[src/rtl/pim_pkg.sv]
// Shared PIM address mapping, data width and issuer state type.
// The memory controller imports this too, so bank/row decoding has one definition.
package pim_pkg;

    localparam int BANK_LSB = 10;
    localparam int BANK_MSB = 12;
    localparam int ROW_LSB  = 13;
    localparam int ROW_MSB  = 25;
    localparam int ROW_W    = 13;
    localparam int DATA_W   = 512;
    localparam int BANK_W   = BANK_MSB - BANK_LSB + 1;

    typedef enum logic [1:0] {
        ST_IDLE  = 2'd0,
        ST_RUN   = 2'd1,
        ST_DRAIN = 2'd2,
        ST_FIN   = 2'd3
    } issuer_state_e;

    // Collapse a response beat into one 32-bit word by XOR-ing all of its lanes.
    function automatic logic [31:0] fold512(input logic [DATA_W-1:0] data);
        logic [31:0] acc;
        acc = '0;
        for (int i = 0; i < DATA_W / 32; i++) begin
            acc = acc ^ data[i*32 +: 32];
        end
        return acc;
    endfunction

endpackage

[src/rtl/pim_row_tracker.sv]
// Open-page shadow of the controller: one open bit and one stored row per bank.
// Counts the ACT/PRE pairs a no-skip controller would issue for the request stream.
module pim_row_tracker
    import pim_pkg::*;
#(
    parameter int NUM_BANKS = 8
) (
    input  logic              clk,
    input  logic              rst_n,
    input  logic              clear_i,
    input  logic              upd_i,
    input  logic [BANK_W-1:0] bank_i,
    input  logic [ROW_W-1:0]  row_i,
    output logic              hit_o,
    output logic              miss_o,
    output logic              conflict_o,
    output logic [31:0]       pred_act_o,
    output logic [31:0]       pred_pre_o
);

    logic [NUM_BANKS-1:0] open_q;
    logic [ROW_W-1:0]     row_q [NUM_BANKS];
    logic [31:0]          act_q;
    logic [31:0]          pre_q;
    logic                 bank_open;
    logic                 row_match;

    assign bank_open  = open_q[bank_i];
    assign row_match  = (row_q[bank_i] == row_i);
    assign hit_o      = bank_open && row_match;
    assign conflict_o = bank_open && !row_match;
    assign miss_o     = !bank_open;
    assign pred_act_o = act_q;
    assign pred_pre_o = pre_q;

    // A conflict costs PRE+ACT, a closed bank costs ACT; either way the new row becomes open.
    always_ff @(posedge clk) begin
        if (!rst_n || clear_i) begin
            open_q <= '0;
            act_q  <= '0;
            pre_q  <= '0;
            for (int b = 0; b < NUM_BANKS; b++) begin
                row_q[b] <= '0;
            end
        end else if (upd_i) begin
            open_q[bank_i] <= 1'b1;
            row_q[bank_i]  <= row_i;
            if (!hit_o) begin
                act_q <= act_q + 32'd1;
            end
            if (conflict_o) begin
                pre_q <= pre_q + 32'd1;
            end
        end
    end

endmodule

[src/rtl/pim_stream_issuer.sv]
// Issues a strided request stream to pim_system_top after a single start command,
// folds responses into a checksum and reports shadow-model ACT/PRE predictions.
module pim_stream_issuer
    import pim_pkg::*;
#(
    parameter int MAX_OUT   = 4,
    parameter int NUM_BANKS = 8
) (
    input  logic              clk,
    input  logic              rst_n,
    input  logic              start,
    input  logic [31:0]       cfg_base,
    input  logic [31:0]       cfg_stride,
    input  logic [31:0]       cfg_count,
    output logic              busy,
    output logic              done,
    output logic              req_valid,
    input  logic              req_ready,
    output logic [31:0]       req_addr,
    input  logic              resp_valid,
    output logic              resp_ready,
    input  logic [DATA_W-1:0] resp_data,
    output logic [31:0]       sent_count,
    output logic [31:0]       recv_count,
    output logic [31:0]       cycle_count,
    output logic [31:0]       checksum,
    output logic [31:0]       pred_act,
    output logic [31:0]       pred_pre,
    output logic              err_unexp
);

    localparam logic [3:0] MAX_OUT_C = 4'(MAX_OUT);

    issuer_state_e state_q, state_d;

    logic [31:0] count_q;
    logic [31:0] stride_q;
    logic [31:0] addr_q;
    logic [31:0] sent_q;
    logic [31:0] recv_q;
    logic [31:0] cycle_q;
    logic [31:0] checksum_q;
    logic [3:0]  out_q, out_d;
    logic        err_q;

    logic start_acc;
    logic run_active;
    logic req_valid_w;
    logic req_xfer;
    logic resp_hs;
    logic resp_acc;
    logic resp_unexp;
    logic trk_hit;
    logic trk_miss;
    logic trk_conflict;

    assign start_acc   = (state_q == ST_IDLE) && start;
    assign run_active  = (state_q == ST_RUN) || (state_q == ST_DRAIN);
    // Depends only on registered state, so valid and address hold until the slave takes them.
    assign req_valid_w = (state_q == ST_RUN) && (sent_q < count_q) && (out_q < MAX_OUT_C);
    assign req_xfer    = req_valid_w && req_ready;
    assign resp_hs     = resp_valid && run_active;
    assign resp_acc    = resp_hs && (out_q != 4'd0);
    assign resp_unexp  = resp_hs && (out_q == 4'd0);

    always_ff @(posedge clk) begin
        if (!rst_n) begin
            state_q <= ST_IDLE;
        end else begin
            state_q <= state_d;
        end
    end

    always_comb begin
        state_d = state_q;
        unique case (state_q)
            ST_IDLE: begin
                if (start) begin
                    state_d = (cfg_count == '0) ? ST_FIN : ST_RUN;
                end
            end
            ST_RUN: begin
                if (sent_q == count_q) begin
                    state_d = ST_DRAIN;
                end
            end
            ST_DRAIN: begin
                if (recv_q == count_q) begin
                    state_d = ST_FIN;
                end
            end
            ST_FIN: begin
                state_d = ST_IDLE;
            end
            default: begin
                state_d = ST_IDLE;
            end
        endcase
    end

    always_comb begin
        out_d = out_q;
        unique case ({req_xfer, resp_acc})
            2'b10:   out_d = out_q + 4'd1;
            2'b01:   out_d = out_q - 4'd1;
            default: out_d = out_q;
        endcase
    end

    // Statistics are cleared only by reset or a new start, so they stay readable after done.
    always_ff @(posedge clk) begin
        if (!rst_n) begin
            count_q    <= '0;
            stride_q   <= '0;
            addr_q     <= '0;
            sent_q     <= '0;
            recv_q     <= '0;
            cycle_q    <= '0;
            checksum_q <= '0;
            out_q      <= '0;
            err_q      <= 1'b0;
        end else if (start_acc) begin
            count_q    <= cfg_count;
            stride_q   <= cfg_stride;
            addr_q     <= cfg_base;
            sent_q     <= '0;
            recv_q     <= '0;
            cycle_q    <= '0;
            checksum_q <= '0;
            out_q      <= '0;
            err_q      <= 1'b0;
        end else begin
            if (req_xfer) begin
                addr_q <= addr_q + stride_q;
                sent_q <= sent_q + 32'd1;
            end
            if (resp_acc) begin
                recv_q     <= recv_q + 32'd1;
                checksum_q <= checksum_q ^ fold512(resp_data);
            end
            if (resp_unexp) begin
                err_q <= 1'b1;
            end
            if (run_active) begin
                cycle_q <= cycle_q + 32'd1;
            end
            out_q <= out_d;
        end
    end

    pim_row_tracker #(
        .NUM_BANKS (NUM_BANKS)
    ) u_row_tracker (
        .clk        (clk),
        .rst_n      (rst_n),
        .clear_i    (start_acc),
        .upd_i      (req_xfer),
        .bank_i     (addr_q[BANK_MSB:BANK_LSB]),
        .row_i      (addr_q[ROW_MSB:ROW_LSB]),
        .hit_o      (trk_hit),
        .miss_o     (trk_miss),
        .conflict_o (trk_conflict),
        .pred_act_o (pred_act),
        .pred_pre_o (pred_pre)
    );

    // Every tracked request must classify as exactly one of hit, miss or conflict.
    assert property (@(posedge clk) disable iff (!rst_n)
        req_xfer |-> $onehot({trk_hit, trk_miss, trk_conflict}));

    assign busy        = run_active;
    assign done        = (state_q == ST_FIN);
    assign req_valid   = req_valid_w;
    assign req_addr    = addr_q;
    assign resp_ready  = run_active;
    assign sent_count  = sent_q;
    assign recv_count  = recv_q;
    assign cycle_count = cycle_q;
    assign checksum    = checksum_q;
    assign err_unexp   = err_q;

endmodule

[config.mk]
export PLATFORM = sky130hd
export DESIGN_NAME = pim_stream_issuer
export DESIGN_NICKNAME = d
export VERILOG_FILES = /design/src/rtl/pim_pkg.sv /design/src/rtl/pim_row_tracker.sv /design/src/rtl/pim_stream_issuer.sv
export SDC_FILE = /design/constraint.sdc
export NUM_CORES = 1
export LEC_CHECK = 0
export ABC_AREA = 0
export CAP_MARGIN = 10
export CELL_PAD_IN_SITES_DETAIL_PLACEMENT = 1
export CELL_PAD_IN_SITES_GLOBAL_PLACEMENT = 2
export CORE_AREA = 2 2 331 333
export CTS_CLUSTER_DIAMETER = 40
export DETAILED_ROUTE_END_ITERATION = 6
export DIE_AREA = 0 0 333 335
export PLACE_DENSITY_LB_ADDON = 0.1
export SLEW_MARGIN = 20
export SYNTH_ARGS = -nofsm -noshare
export SYNTH_HDL_FRONTEND = slang
export SYNTH_SLANG_ARGS = --single-unit
[constraint.sdc]
create_clock -name clk -period 5.18 [get_ports clk]
set_input_delay 1.036 -clock clk [delete_from_list [all_inputs] [get_ports clk]]
set_output_delay 1.036 -clock clk [all_outputs]
set_load 0.05 [all_outputs]
==> reports/qor.txt <==
Final Net Count -> 4,183
final number of max-transition violations -> 0
Final WS setup -> 0.6434 ns
Port Buffers -> 841
CTS tree -> built
Die ar. -> 111,600 µm²
Comb pwr share -> 28.3%
placed cell count -> 4,799
count leader, synth -> xnor2_1
largest net degree at the start of global routing -> 81
setup_tns -> 0 ns
Worst Path Required -> 4.14 ns
Vias per Instance -> 4.485
H-Tree Level Count -> 3
vias in the first global route -> 24,370
Seq pwr share -> 26.4%
Synth area leader -> dfxtp_1
GP Congestion -> 0.9415
Tightest Hold Check Type -> reg -> reg
Internal Pwr Total -> 0.01016 W
Peak VDD IR -> 0.2679 mV
Routed wire per std cell -> 26.72 µm
critical path cell sequence -> inv_1 -> ha_1 -> nor2b_1 -> o21a_1 -> o21a_1 -> o21ai_0 -> o2111ai_1 -> nand2_1 -> o311a_1 -> clkdlybuf4s50_1
Synth cell types -> 63
Die H -> 335 µm
max incr delay on CP -> 0.86 ns
Max Cap Viol -> 0
I/O pin count -> 842
Non-Filler Instances -> 5,000
Root Driver -> clkbuf_16
Synth warnings -> 0
CP arrival -> 3.50 ns
Vias -> 22,420
Slowest-stage cell, CP -> clkdlybuf4s50_1
R2R setup slack -> 1.09 ns
clock buffer depth -> 3
share of layout cells above drive strength 1 -> 7.318%
cell area after synthesis -> 24,280 µm²
Setup violations, final -> 0
syn_nets -> 3,314
ANT nets after route -> 0
detailed placer's ending HPWL -> 111.5 mm
Final Hold Vio Count -> 0
DRC Markers -> 0
Clock Power Share -> 45.3%
total CTS buffers -> 105
CP startpoint kind -> flop
ys async rst share -> 0%
initial antenna violation count -> 47
maximum fanout along the worst path -> 3
GRT Total Usage -> 23.39%
status -> finished clean
hold_buf cts -> 0
gr ovfl total -> 0
Crit path top cell by count -> o21a_1
clock tree sinks -> 410
LEAKAGE -> 13.62 nW
worst rel slew slack -> 29.22%
PostCTS Resize Cnt -> 0
Post-synth EDFFs -> 104
synth cell count leaders -> xnor2_1, dfxtp_1, nand2_1, nor2_1, xor2_1
Pre-antenna DRT Iters -> 4
Place WS -> 1.051 ns
register area share after synthesis -> 38.10%
Final Critical Period -> 4.537 ns
Net Switching -> 0.004951 W
initial core utilization -> 22.46%
CTS clk-pin slew, worst paths -> 0.05 ns
worst-margin pin slew -> 1.062 ns
Yosys reg bits -> 410
initial drt markers -> 950
Syn Area/Cell -> 9.256 µm²
Core Util, Final -> 35.21%
Tcrit/Tclk final -> 87.58%
RSZ-0062 raised after global routing -> no
Fin Clk Skew -> 0.03838 ns
synth top area cells -> dfxtp_1, xnor2_1, edfxtp_1
post-synth top area share -> 25.23%
clk_lat worst skew -> 0.68 ns
Power Density -> 397.1 nW/µm²
Post-synth top flop -> dfxtp_1
synth-to-layout area growth -> 56.78%
sw frac -> 32.76%
Die Width -> 333 µm
Rows -> 121
critical path class -> reg -> out
Routed Wire Length -> 133.6 mm
post-CTS setup buffers -> 0
critical path endpoint category -> output port
first-pass GRT wire length -> 184.8 mm
maximum clock rate -> 220.4 MHz
Mapped Cells -> 2,623
Core Area -> 108,100 µm²
[cell type report]
cell class              instances  area, µm²
fillers                     12190      70030
multi-input cells            2031      14330
flip-flops and latches        410       9249
repair buffers                874       8703
clock buffers                 138       2994
well taps                    1414       1769
clock inverters                57      739.5
inverters                      70      262.8
diodes                          6      15.01
[critical path, delay by kind of cell, from the launching register on]
family | cells | cell delay (ns)
flip-flops | 1 | 0.36
adder cells (fa/ha/maj) | 1 | 0.28
AO/OA/AOI/OAI | 5 | 0.97
AND/OR/NAND/NOR | 2 | 0.29
buffers and inverters | 2 | 0.92
[layer usage]
| metal | wire [µm] | global-route usage, % |
|---|---|---|
| met2 | 65450 | 40.52 |
| met1 | 56930 | 28.76 |
| met4 | 2901 | 5.959 |
| met3 | 8199 | 5.933 |
| met5 | 125 | 0 |
[sequential cells by signal, indices dropped and copies added (netlist names), named ones only]
register	cells
u_row_tracker.open_q	8
out_q	4
count_q	32
cycle_count	32
err_unexp	1
u_row_tracker.pred_act_o	32
u_row_tracker.row_q	104
checksum	32
state_q	2
sent_count	32
u_row_tracker.pred_pre_o	32
recv_count	32
stride_q	32
req_addr	32
[cells by family after synthesis]
family / Yosys count / synth area share (%)
AO/OA/AOI/OAI: 314 / 7.859
XOR/XNOR: 708 / 25.54
adder cells (fa/ha/maj): 78 / 4.082
buffers and inverters: 182 / 2.999
flip-flops: 410 / 38.10
multiplexers: 70 / 4.334
AND/OR/NAND/NOR: 861 / 17.09
[path summary, 6_finish.rpt]
check                                       startpoint                                    to  cells after the start
setup / recovery               count_q[1]$_SDFFE_PN0P_                             req_valid                     10
setup reg to reg               count_q[1]$_SDFFE_PN0P_                 out_q[3]$_SDFFE_PP0P_                     17
hold / removal    u_row_tracker.open_q[5]$_SDFFE_PP0P_  u_row_tracker.open_q[5]$_SDFFE_PP0P_                      1
hold reg to reg   u_row_tracker.open_q[5]$_SDFFE_PP0P_  u_row_tracker.open_q[5]$_SDFFE_PP0P_                      1
[metrics by stage]
stage          hold WS, ns  area (µm²)  total power, W
6_report            0.4501       38060         0.01511
3_3_place_gp        0.4324       34310        0.008339
3_5_place_dp        0.4393       34310        0.008395
4_1_cts             0.4512       38050         0.01537
2_1_floorplan       0.4211       24280        0.006598
5_1_grt             0.4677       38060         0.01584
[cells in the final DEF (no fill, tap or decap), types with 7 or more instances in the layout]
cell type and n:
o21a_1 10, nor2_1 223, a21oi_1 137, nand2_1 254
ha_1 76, and4_1 14, nand2b_1 11, dfxtp_1 306
o21ai_0 55, buf_4 30, mux4_2 28, nor2b_1 8
a211oi_1 23, clkbuf_16 107, or3_1 34, clkbuf_8 20
o211ai_1 8, nor3_1 29, clkinv_2 19, xnor2_1 534
and2_1 108, and3_1 26, nor4_1 32, clkdlybuf4s50_1 841
mux2i_1 41, inv_1 68, bufinv_16 12, edfxtp_1 104
nor4b_1 7, clkbuf_1 11, xor2_1 174, a31oi_1 9
a21o_1 31, nand4_1 36, clkinvlp_4 9, nand3_1 60
[power by group through the flow]
stage | combinational (W) | sequential (W) | clock, W
detailed placement | 0.00434 | 0.00406 | 0
CTS | 0.00436 | 0.00400 | 0.00701
floorplan | 0.00244 | 0.00415 | 0
global placement | 0.00431 | 0.00403 | 0
global route | 0.00463 | 0.00404 | 0.00717
finish | 0.00428 | 0.00399 | 0.00685
Note: power is estimated with default switching activity, not from simulation.
